==> src/rtl/hdpldadapt_avmm_pkg.sv <==
// rtl/hdpldadapt_avmm_pkg.sv - shared constants and types for the AVMM read-data serializer
package hdpldadapt_avmm_pkg;

  localparam int NBEATS = 8;
  localparam int BEAT_W = $clog2(NBEATS);

  typedef enum logic {
    IDLE  = 1'b0,
    SHIFT = 1'b1
  } state_t;

endpackage

==> src/rtl/hdpldadapt_avmm_sfifo.sv <==
// rtl/hdpldadapt_avmm_sfifo.sv - single-clock word queue with push/pop/full/empty/count
module hdpldadapt_avmm_sfifo #(
  parameter int W  = 16,
  parameter int AW = 2
) (
  input  logic          clk,
  input  logic          rst_n,
  input  logic          srst_n,
  input  logic          push,
  input  logic [W-1:0]  wdata,
  input  logic          pop,
  output logic [W-1:0]  rdata,
  output logic          full,
  output logic          empty,
  output logic [AW:0]   count
);

  localparam int DEPTH = 1 << AW;

  logic [W-1:0]  mem [DEPTH];
  logic [AW-1:0] wr_ptr;
  logic [AW-1:0] rd_ptr;
  logic          wr_ok;
  logic          rd_ok;

  assign full  = (count == (AW+1)'(DEPTH));
  assign empty = (count == '0);
  assign wr_ok = push & ~full;
  assign rd_ok = pop & ~empty;
  assign rdata = mem[rd_ptr];

  always_ff @(posedge clk) begin
    if (wr_ok) begin
      mem[wr_ptr] <= wdata;
    end
  end

  // Pointers wrap naturally at 2**AW; count carries the extra bit to tell full from empty.
  always_ff @(posedge clk or negedge rst_n) begin
    if (!rst_n) begin
      wr_ptr <= '0;
      rd_ptr <= '0;
      count  <= '0;
    end else if (!srst_n) begin
      wr_ptr <= '0;
      rd_ptr <= '0;
      count  <= '0;
    end else begin
      if (wr_ok) wr_ptr <= wr_ptr + 1'b1;
      if (rd_ok) rd_ptr <= rd_ptr + 1'b1;
      count <= count + {{AW{1'b0}}, wr_ok} - {{AW{1'b0}}, rd_ok};
    end
  end

endmodule

==> src/rtl/hdpldadapt_avmm_rdata_ser.sv <==
// rtl/hdpldadapt_avmm_rdata_ser.sv - queues read-response words and serializes them LSB beat first
module hdpldadapt_avmm_rdata_ser
  import hdpldadapt_avmm_pkg::*;
#(
  parameter int DWIDTH = 2,
  parameter int QAW    = 2
) (
  input  logic                       clk,
  input  logic                       rst_n,
  input  logic                       srst_n,
  input  logic                       rdata_valid,
  input  logic [NBEATS*DWIDTH-1:0]   rdata,
  output logic                       rdata_ready,
  input  logic                       tx_stall,
  output logic                       tx_en,
  output logic [DWIDTH-1:0]          tx_data,
  output logic                       busy,
  output logic                       q_overflow
);

  localparam int WW = NBEATS * DWIDTH;

  state_t            state;
  state_t            state_nxt;
  logic [BEAT_W-1:0] beat;
  logic [WW-1:0]     shreg;
  logic [WW-1:0]     q_rdata;
  logic [QAW:0]      q_count;
  logic              q_full;
  logic              q_empty;
  logic              q_push;
  logic              q_pop;
  logic              last_beat;

  assign rdata_ready = ~q_full;
  assign q_push      = rdata_valid & rdata_ready;
  assign last_beat   = (beat == BEAT_W'(NBEATS - 1));
  assign busy        = (q_count != '0) | (state == SHIFT);

  hdpldadapt_avmm_sfifo #(
    .W  (WW),
    .AW (QAW)
  ) u_queue (
    .clk    (clk),
    .rst_n  (rst_n),
    .srst_n (srst_n),
    .push   (q_push),
    .wdata  (rdata),
    .pop    (q_pop),
    .rdata  (q_rdata),
    .full   (q_full),
    .empty  (q_empty),
    .count  (q_count)
  );

  always_ff @(posedge clk or negedge rst_n) begin
    if (!rst_n) begin
      state <= IDLE;
    end else if (!srst_n) begin
      state <= IDLE;
    end else begin
      state <= state_nxt;
    end
  end

  // The next word is popped on the last unstalled beat so consecutive words have no bubble.
  always_comb begin
    state_nxt = state;
    q_pop     = 1'b0;
    case (state)
      IDLE: begin
        if (!q_empty) begin
          q_pop     = 1'b1;
          state_nxt = SHIFT;
        end
      end
      SHIFT: begin
        if (!tx_stall && last_beat) begin
          if (!q_empty) begin
            q_pop = 1'b1;
          end else begin
            state_nxt = IDLE;
          end
        end
      end
      default: state_nxt = IDLE;
    endcase
  end

  always_ff @(posedge clk or negedge rst_n) begin
    if (!rst_n) begin
      shreg      <= '0;
      beat       <= '0;
      tx_en      <= 1'b0;
      tx_data    <= '0;
      q_overflow <= 1'b0;
    end else if (!srst_n) begin
      shreg      <= '0;
      beat       <= '0;
      tx_en      <= 1'b0;
      tx_data    <= '0;
      q_overflow <= 1'b0;
    end else begin
      tx_en <= 1'b0;
      if (state == SHIFT && !tx_stall) begin
        tx_en   <= 1'b1;
        tx_data <= shreg[DWIDTH-1:0];
        shreg   <= shreg >> DWIDTH;
        beat    <= beat + 1'b1;
      end
      if (q_pop) begin
        shreg <= q_rdata;
        beat  <= '0;
      end
      if (rdata_valid && !rdata_ready) begin
        q_overflow <= 1'b1;
      end
    end
  end

endmodule

==> config.mk <==
export PLATFORM = sky130hd
export DESIGN_NAME = hdpldadapt_avmm_rdata_ser
export DESIGN_NICKNAME = d
export VERILOG_FILES = /design/src/rtl/hdpldadapt_avmm_pkg.sv /design/src/rtl/hdpldadapt_avmm_sfifo.sv /design/src/rtl/hdpldadapt_avmm_rdata_ser.sv
export SDC_FILE = /design/constraint.sdc
export NUM_CORES = 1
export LEC_CHECK = 0
export BUFFER_PORTS_ARGS = -buffer_cell sky130_fd_sc_hd__buf_2
export CAP_MARGIN = 20
export CORE_MARGIN = 5
export CORE_UTILIZATION = 45
export CTS_CLUSTER_DIAMETER = 30
export DETAILED_ROUTE_END_ITERATION = 16
export PLACE_DENSITY_LB_ADDON = 0.1
export SETUP_SLACK_MARGIN = 0.02
export SYNTH_ARGS = -nofsm -noshare
export SYNTH_HDL_FRONTEND = slang
export SYNTH_SLANG_ARGS = --single-unit
==> constraint.sdc <==
create_clock -name clk -period 5 [get_ports clk]
set_clock_uncertainty 0.1 [all_clocks]
set_input_delay 0.75 -clock clk [delete_from_list [all_inputs] [get_ports clk]]
set_output_delay 0.75 -clock clk [all_outputs]
set_load 0.02 [all_outputs]
Word level (Yosys, flattened, before mapping)
Memories as Yosys holds them, arrays and structs flattened.
Index checks and enable logic that the tools add are counted.
{"block": "totals", "ff_bits": 31, "latch_bits": 0, "ram_bits": 64, "rom_bits": 0, "out_inout_bits": 6, "n_memories": 1}
{"block": "classes", "n_addsub": 5, "n_mul": 0, "n_div": 0, "magnitude_cmp": 0, "n_eq_ne": 7, "n_shift": 0, "muxes": 25, "bitwise_logic": 7, "n_reduce_logical": 6}
{"name": "u_queue.mem", "words": 4, "word_bits": 16, "read_ports": 1, "rd_ports_with_merged_regs": 0, "write_ports": 1, "line": "hdpldadapt_avmm_sfifo.sv:20", "source": "logic [W-1:0] mem [DEPTH];"}
{"op": "$mux W16", "count": 3}
{"op": "$mux W2", "count": 6}
{"op": "$mux W3", "count": 4}
{"op": "$mux W1", "count": 10}
{"op": "$ne A2 B1 Y1 const B", "count": 4}
{"op": "$eq A3 B3 Y1 const B", "count": 2}
{"op": "$add A2 B1 Y2 const B", "count": 2}
{"op": "$pmux W1 S2", "count": 2}
{"op": "$add A3 B1 Y3", "count": 1}
{"op": "$add A3 B1 Y3 const B", "count": 1}
{"op": "$and A1 B1 Y1", "count": 3}
{"op": "$logic_and A1 B1 Y1", "count": 3}
{"op": "$logic_not A3 Y1", "count": 1}
{"op": "$ne A3 B1 Y1 const B", "count": 1}
{"op": "$not A1 Y1", "count": 3}
{"op": "$reduce_bool A3 Y1", "count": 1}
{"op": "$sub A3 B1 Y3", "count": 1}
{"op": "$logic_not A1 Y1", "count": 1}
{"op": "$or A1 B1 Y1", "count": 1}

Longest topological paths before layout
{"block": "depth", "depth_word": 7, "mapped_depth": 14}

Hierarchy
From an unflattened synthesis, not the netlist that was laid out.
{"block": "hier_totals", "hier_cells": 239, "hier_area_um2": 3956.3}
{"mod": "hdpldadapt_avmm_sfifo", "instances": 1, "cells_per_inst": 131, "area_per_inst_um2": 2821.5, "seq_area_each_um2": 2097.0}
{"mod": "hdpldadapt_avmm_rdata_ser", "instances": 1, "cells_per_inst": 108, "area_per_inst_um2": 1134.8, "seq_area_each_um2": 600.6}

Worst setup path after synthesis
No wires, ideal clock.
{"block": "synth_timing", "path_type": "input -> register", "start": "input port tx_stall", "end": "register u_queue.count[2]", "setup_time_ns": 0.119, "t_arrival_ns": 2.478, "t_required_ns": 4.781, "setup_slack_ns": 2.303, "path_stages": 12, "path_cell_list": "nand2b_1 -> a21o_1 -> buf_6 -> inv_6 -> buf_6 -> ha_1 -> inv_1 -> ha_1 -> fa_1 -> xnor2_1 -> xnor2_1 -> and2_1"}
{"block": "synth_via", "elab_chain_cells": 7}
{"item": "start: declaration", "line": "hdpldadapt_avmm_rdata_ser.sv:14", "source": "input logic tx_stall,"}
{"item": "$logic_not A1 Y1", "line": "hdpldadapt_avmm_rdata_ser.sv:78", "source": "if (!tx_stall && last_beat) begin"}
{"item": "$logic_and A1 B1 Y1", "line": "hdpldadapt_avmm_rdata_ser.sv:78"}
{"item": "$mux W1", "line": "hdpldadapt_avmm_rdata_ser.sv:78"}
{"item": "$pmux W1 S2", "line": "hdpldadapt_avmm_rdata_ser.sv:70", "source": "case (state)"}
{"item": "$and A1 B1 Y1", "line": "hdpldadapt_avmm_sfifo.sv:29", "source": "assign rd_ok = pop & ~empty;"}
{"item": "$sub A3 B1 Y3", "line": "hdpldadapt_avmm_sfifo.sv:51", "source": "count <= count + {{AW{1'b0}}, wr_ok} - {{AW{1'b0}}, rd_ok};"}
{"item": "$mux W3", "line": "hdpldadapt_avmm_sfifo.sv:44", "source": "end else if (!srst_n) begin"}
{"item": "end signal: assignment", "line": "hdpldadapt_avmm_sfifo.sv:51"}
{"item": "end: declaration", "line": "hdpldadapt_avmm_sfifo.sv:15", "source": "output logic [AW:0] count"}
Every way passes these cells.
A chain may end at the register's enable or synchronous reset.

Worst setup path in the final report
{"block": "layout_timing", "start": "register beat[0]", "end": "register u_queue.count[2]"}
{"block": "layout_via", "elab_chain_cells": 7}
{"item": "start: declaration", "line": "hdpldadapt_avmm_rdata_ser.sv:25", "source": "logic [BEAT_W-1:0] beat;"}
{"item": "start signal: assignment", "line": "hdpldadapt_avmm_rdata_ser.sv:109", "source": "beat <= beat + 1'b1;"}
{"item": "$eq A3 B3 Y1", "line": "hdpldadapt_avmm_rdata_ser.sv:37", "source": "assign last_beat = (beat == BEAT_W'(NBEATS - 1));"}
{"item": "$logic_and A1 B1 Y1", "line": "hdpldadapt_avmm_rdata_ser.sv:78"}
{"item": "$mux W1", "line": "hdpldadapt_avmm_rdata_ser.sv:78"}
{"item": "$pmux W1 S2", "line": "hdpldadapt_avmm_rdata_ser.sv:70"}
{"item": "$and A1 B1 Y1", "line": "hdpldadapt_avmm_sfifo.sv:29"}
{"item": "$sub A3 B1 Y3", "line": "hdpldadapt_avmm_sfifo.sv:51"}
{"item": "$mux W3", "line": "hdpldadapt_avmm_sfifo.sv:44"}
Every way passes these cells.

==> results.py <==
metrics = {
    "outcome": {
        "run_status": "complete, no violations",
    },
    "floorplanning": {
        "die_x_um": 104,
        "die-area_um2": 10900,
        "fp.dieH_um": 104,
        "start_util_pct": 46.2,
        "core_area_um2": 8680,
        "rows": 34,
        "io_pins": 27,
    },
    "setup_path": {
        "path_cells": "ha_1 -> ha_1 -> nand2b_1 -> a21o_1 -> inv_6 -> ha_1 -> inv_1 -> ha_1 -> fa_1 -> xnor2_1 -> xnor2_1 -> and2_1",
        "critPathMaxFanout": 20,
        "critPathRequiredTime_ps": 5150,
        "crit_top_cell": "ha_1",
        "slowest_delay_ps": 580,
        "cp-start-kind": "register",
        "cp-end-kind": "register",
        "crit_type": "register to register",
        "crit_arrival_ps": 3320,
        "crit_path_top_delay_cell": "a21o_1",
    },
    "synthesis": {
        "async_flop_share_pct": 32.6,
        "synth.avg_cell_area_um2": 16.0,
        "ys_top_cells_by_count": "edfxtp_1 (64), dfrtp_1 (31), nor2_1 (30), mux4_2 (16), mux2_2 (14)",
        "synth_most_common_cell": "edfxtp_1",
        "yosysTopAreaCellShare_pct": 48.0,
        "synth_warnings": 0,
        "netlist_area_um2": 4010,
        "yosysSeqAreaShare_pct": 67.4,
        "synth_nets": 281,
        "synth_edf_count": 64,
        "synth_cell_type_count": 31,
        "synthFlopType": "edfxtp_1",
        "synthTopCellsByArea": "edfxtp_1 (48%), dfrtp_1 (19%), mux4_2 (9.0%)",
        "synth_cells": 251,
        "synth_seq_cells": 95,
        "synth_top_cell_by_area": "edfxtp_1",
    },
    "clocking": {
        "cts_setup_buffers": 0,
        "clock_latency_ps": 350,
        "clk_pin_slew_ps": 100,
        "cts_tree": "built",
        "root_buffer": "clkbuf_8",
        "hold_buffers": 0,
        "cts.sinks": 95,
        "cts_buffer_depth": 2,
        "ctsHtreeMaxLevel": 3,
        "post_cts_resized": 0,
        "numCtsBuffers": 9,
    },
    "detailed_routing": {
        "via_per_inst": 5.13,
        "wirelength_um": 6620,
        "postRouteAntennaNets": 0,
        "drt_iter0_drc": 107,
        "via_count": 1990,
        "drtPass1Iterations": 5,
        "drc": 0,
        "wl_per_cell_um": 17.1,
    },
    "grt": {
        "grt_max_degree": 33,
        "first_global_vias": 2065,
        "grt_first_pass_wirelength_um": 11200,
        "grt.overflow.total": 0,
        "grtUsageTotal_pct": 13.2,
        "antenna_found_initial": 0,
    },
    "power_and_ir_drop": {
        "ir_drop_mv": 0.179,
        "cellLeakagePower_uw": 0.00166,
        "total_power_uw": 2160,
        "power_per_cell_area_nw_per_um2": 496,
    },
    "sta": {
        "max_freq_mhz": 316,
        "maxSlewHeadroom_pct": 33.8,
        "hold_viol_final": 0,
        "tightestPinTransition_ps": 994,
        "post-route-period-util_pct": 63.2,
        "fin_crit_ps": 3160,
        "rsz0062_at_grt": "false",
        "setup_violations": 0,
        "finalSetupTns_ps": 0,
        "holdWs_ps": 334,
        "slew_viol_final": 0,
    },
    "flow_run": {
        "drv_cap": 0,
    },
    "placed_design": {
        "gp_routability_congestion": 0.697,
        "port_buffers": 26,
        "detailed_place_hpwl_um": 4110,
        "dp.cells": 372,
    },
    "finish": {
        "nets": 305,
        "stdcell_count": 388,
        "drive_above_1_share_pct": 27.1,
        "area_growth_pct": 8.72,
        "antenna_cells": 0,
        "final_util_pct": 50.2,
    },
    "worst_hold_path": {
        "hp-class": "input port to async pin",
    },
}
[cell usage in the layout (no fill, tap or decap), types with 2 or more instances in the layout]
cell type	instances
edfxtp_1	64
dfrtp_1	31
nor2_1	30
buf_2	26
mux4_2	16
mux2_2	14
nand2_1	12
and2_1	10
clkbuf_8	10
o21ai_1	9
ha_1	8
o21ai_0	7
inv_1	6
xnor2_1	5
nand3_1	4
nand2b_1	3
nor2b_1	3
a21boi_0	3
a21oi_1	2
mux2i_1	2
clkinvlp_4	2
[state kept, by name, indices dropped and copies added, names as in the netlist]
| register | cells |
|---|---|
| beat | 3 |
| q_overflow | 1 |
| shreg | 16 |
| state | 1 |
| tx_data | 2 |
| tx_en | 1 |
| u_queue.count | 3 |
| u_queue.mem | 64 |
| u_queue.rd_ptr | 2 |
| u_queue.wr_ptr | 2 |
[cell families after synthesis]
logic type | synth area share [%]
fa+ha+maj | 3.00
simple gates | 7.65
xor+xnor | 1.09
mux | 13.4
buf+inv | 4.03
flops | 67.4
compound gates | 3.44
[worst paths after layout]
check / start / endpoint / slack [ps] / cells after the start
worst max-delay path: beat[0] / u_queue.count[2] / 1840 / 12
worst min-delay path: rst_n / u_queue.wr_ptr[0] / 330 / 1
worst max register to register: beat[0] / u_queue.count[2] / 1840 / 12
worst min register to register: shreg[0] / tx_data[0] / 430 / 2
max in group asynchronous: rst_n / shreg[3] / 4000 / 1
min in group clk: shreg[0] / tx_data[0] / 430 / 2
[power breakdown]
group / internal [µW] / leakage [µW] / switching (µW) / total (µW)
sequential: 988 / 0.000998 / 90.9 / 1080
clock: 250 / 0.0000977 / 267 / 516
combinational: 270 / 0.000566 / 296 / 566
total: 1510 / 0.00166 / 654 / 2160
[worst max-delay path, delay by kind of cell, from the launching register on]
kind / cells / cell delay, ps
fa+ha+maj: 5 / 1260
xor+xnor: 2 / 270
flops: 1 / 400
buf+inv: 2 / 220
compound gates: 1 / 580
simple gates: 2 / 230
[metrics by stage]
step	cell area (µm²)	worst slack [ps]
2_1_floorplan	4010	2300
3_3_place_gp	4150	1740
3_5_place_dp	4150	1660
4_1_cts	4350	1760
5_1_grt	4350	1620
6_report	4350	1840
[final cells by class]
cell class	instances	area (µm²)
Clock inverter	5	65.1
Clock buffer	11	141
Fill cell	752	4320
Multi-Input combinational cell	135	1150
Tap cell	108	135
Sequential cell	95	2700
Inverter	7	31.3
Timing Repair Buffer	27	138
[routing by layer]
| metal | vias to the layer above | GRT usage, % | routed length, µm | part of all wire (%) |
|---|---|---|---|---|
| li1 | 955 | - | - | - |
| met1 | 990 | 17.5 | 3030 | 46 |
| met2 | 37 | 21.4 | 3270 | 49 |
| met3 | 8 | 3.41 | 227 | 3.4 |
| met4 | 0 | 4.16 | 85 | 1.3 |
| met5 | - | 0 | 0 | 0 |
Power figures use the tool's default switching activity.
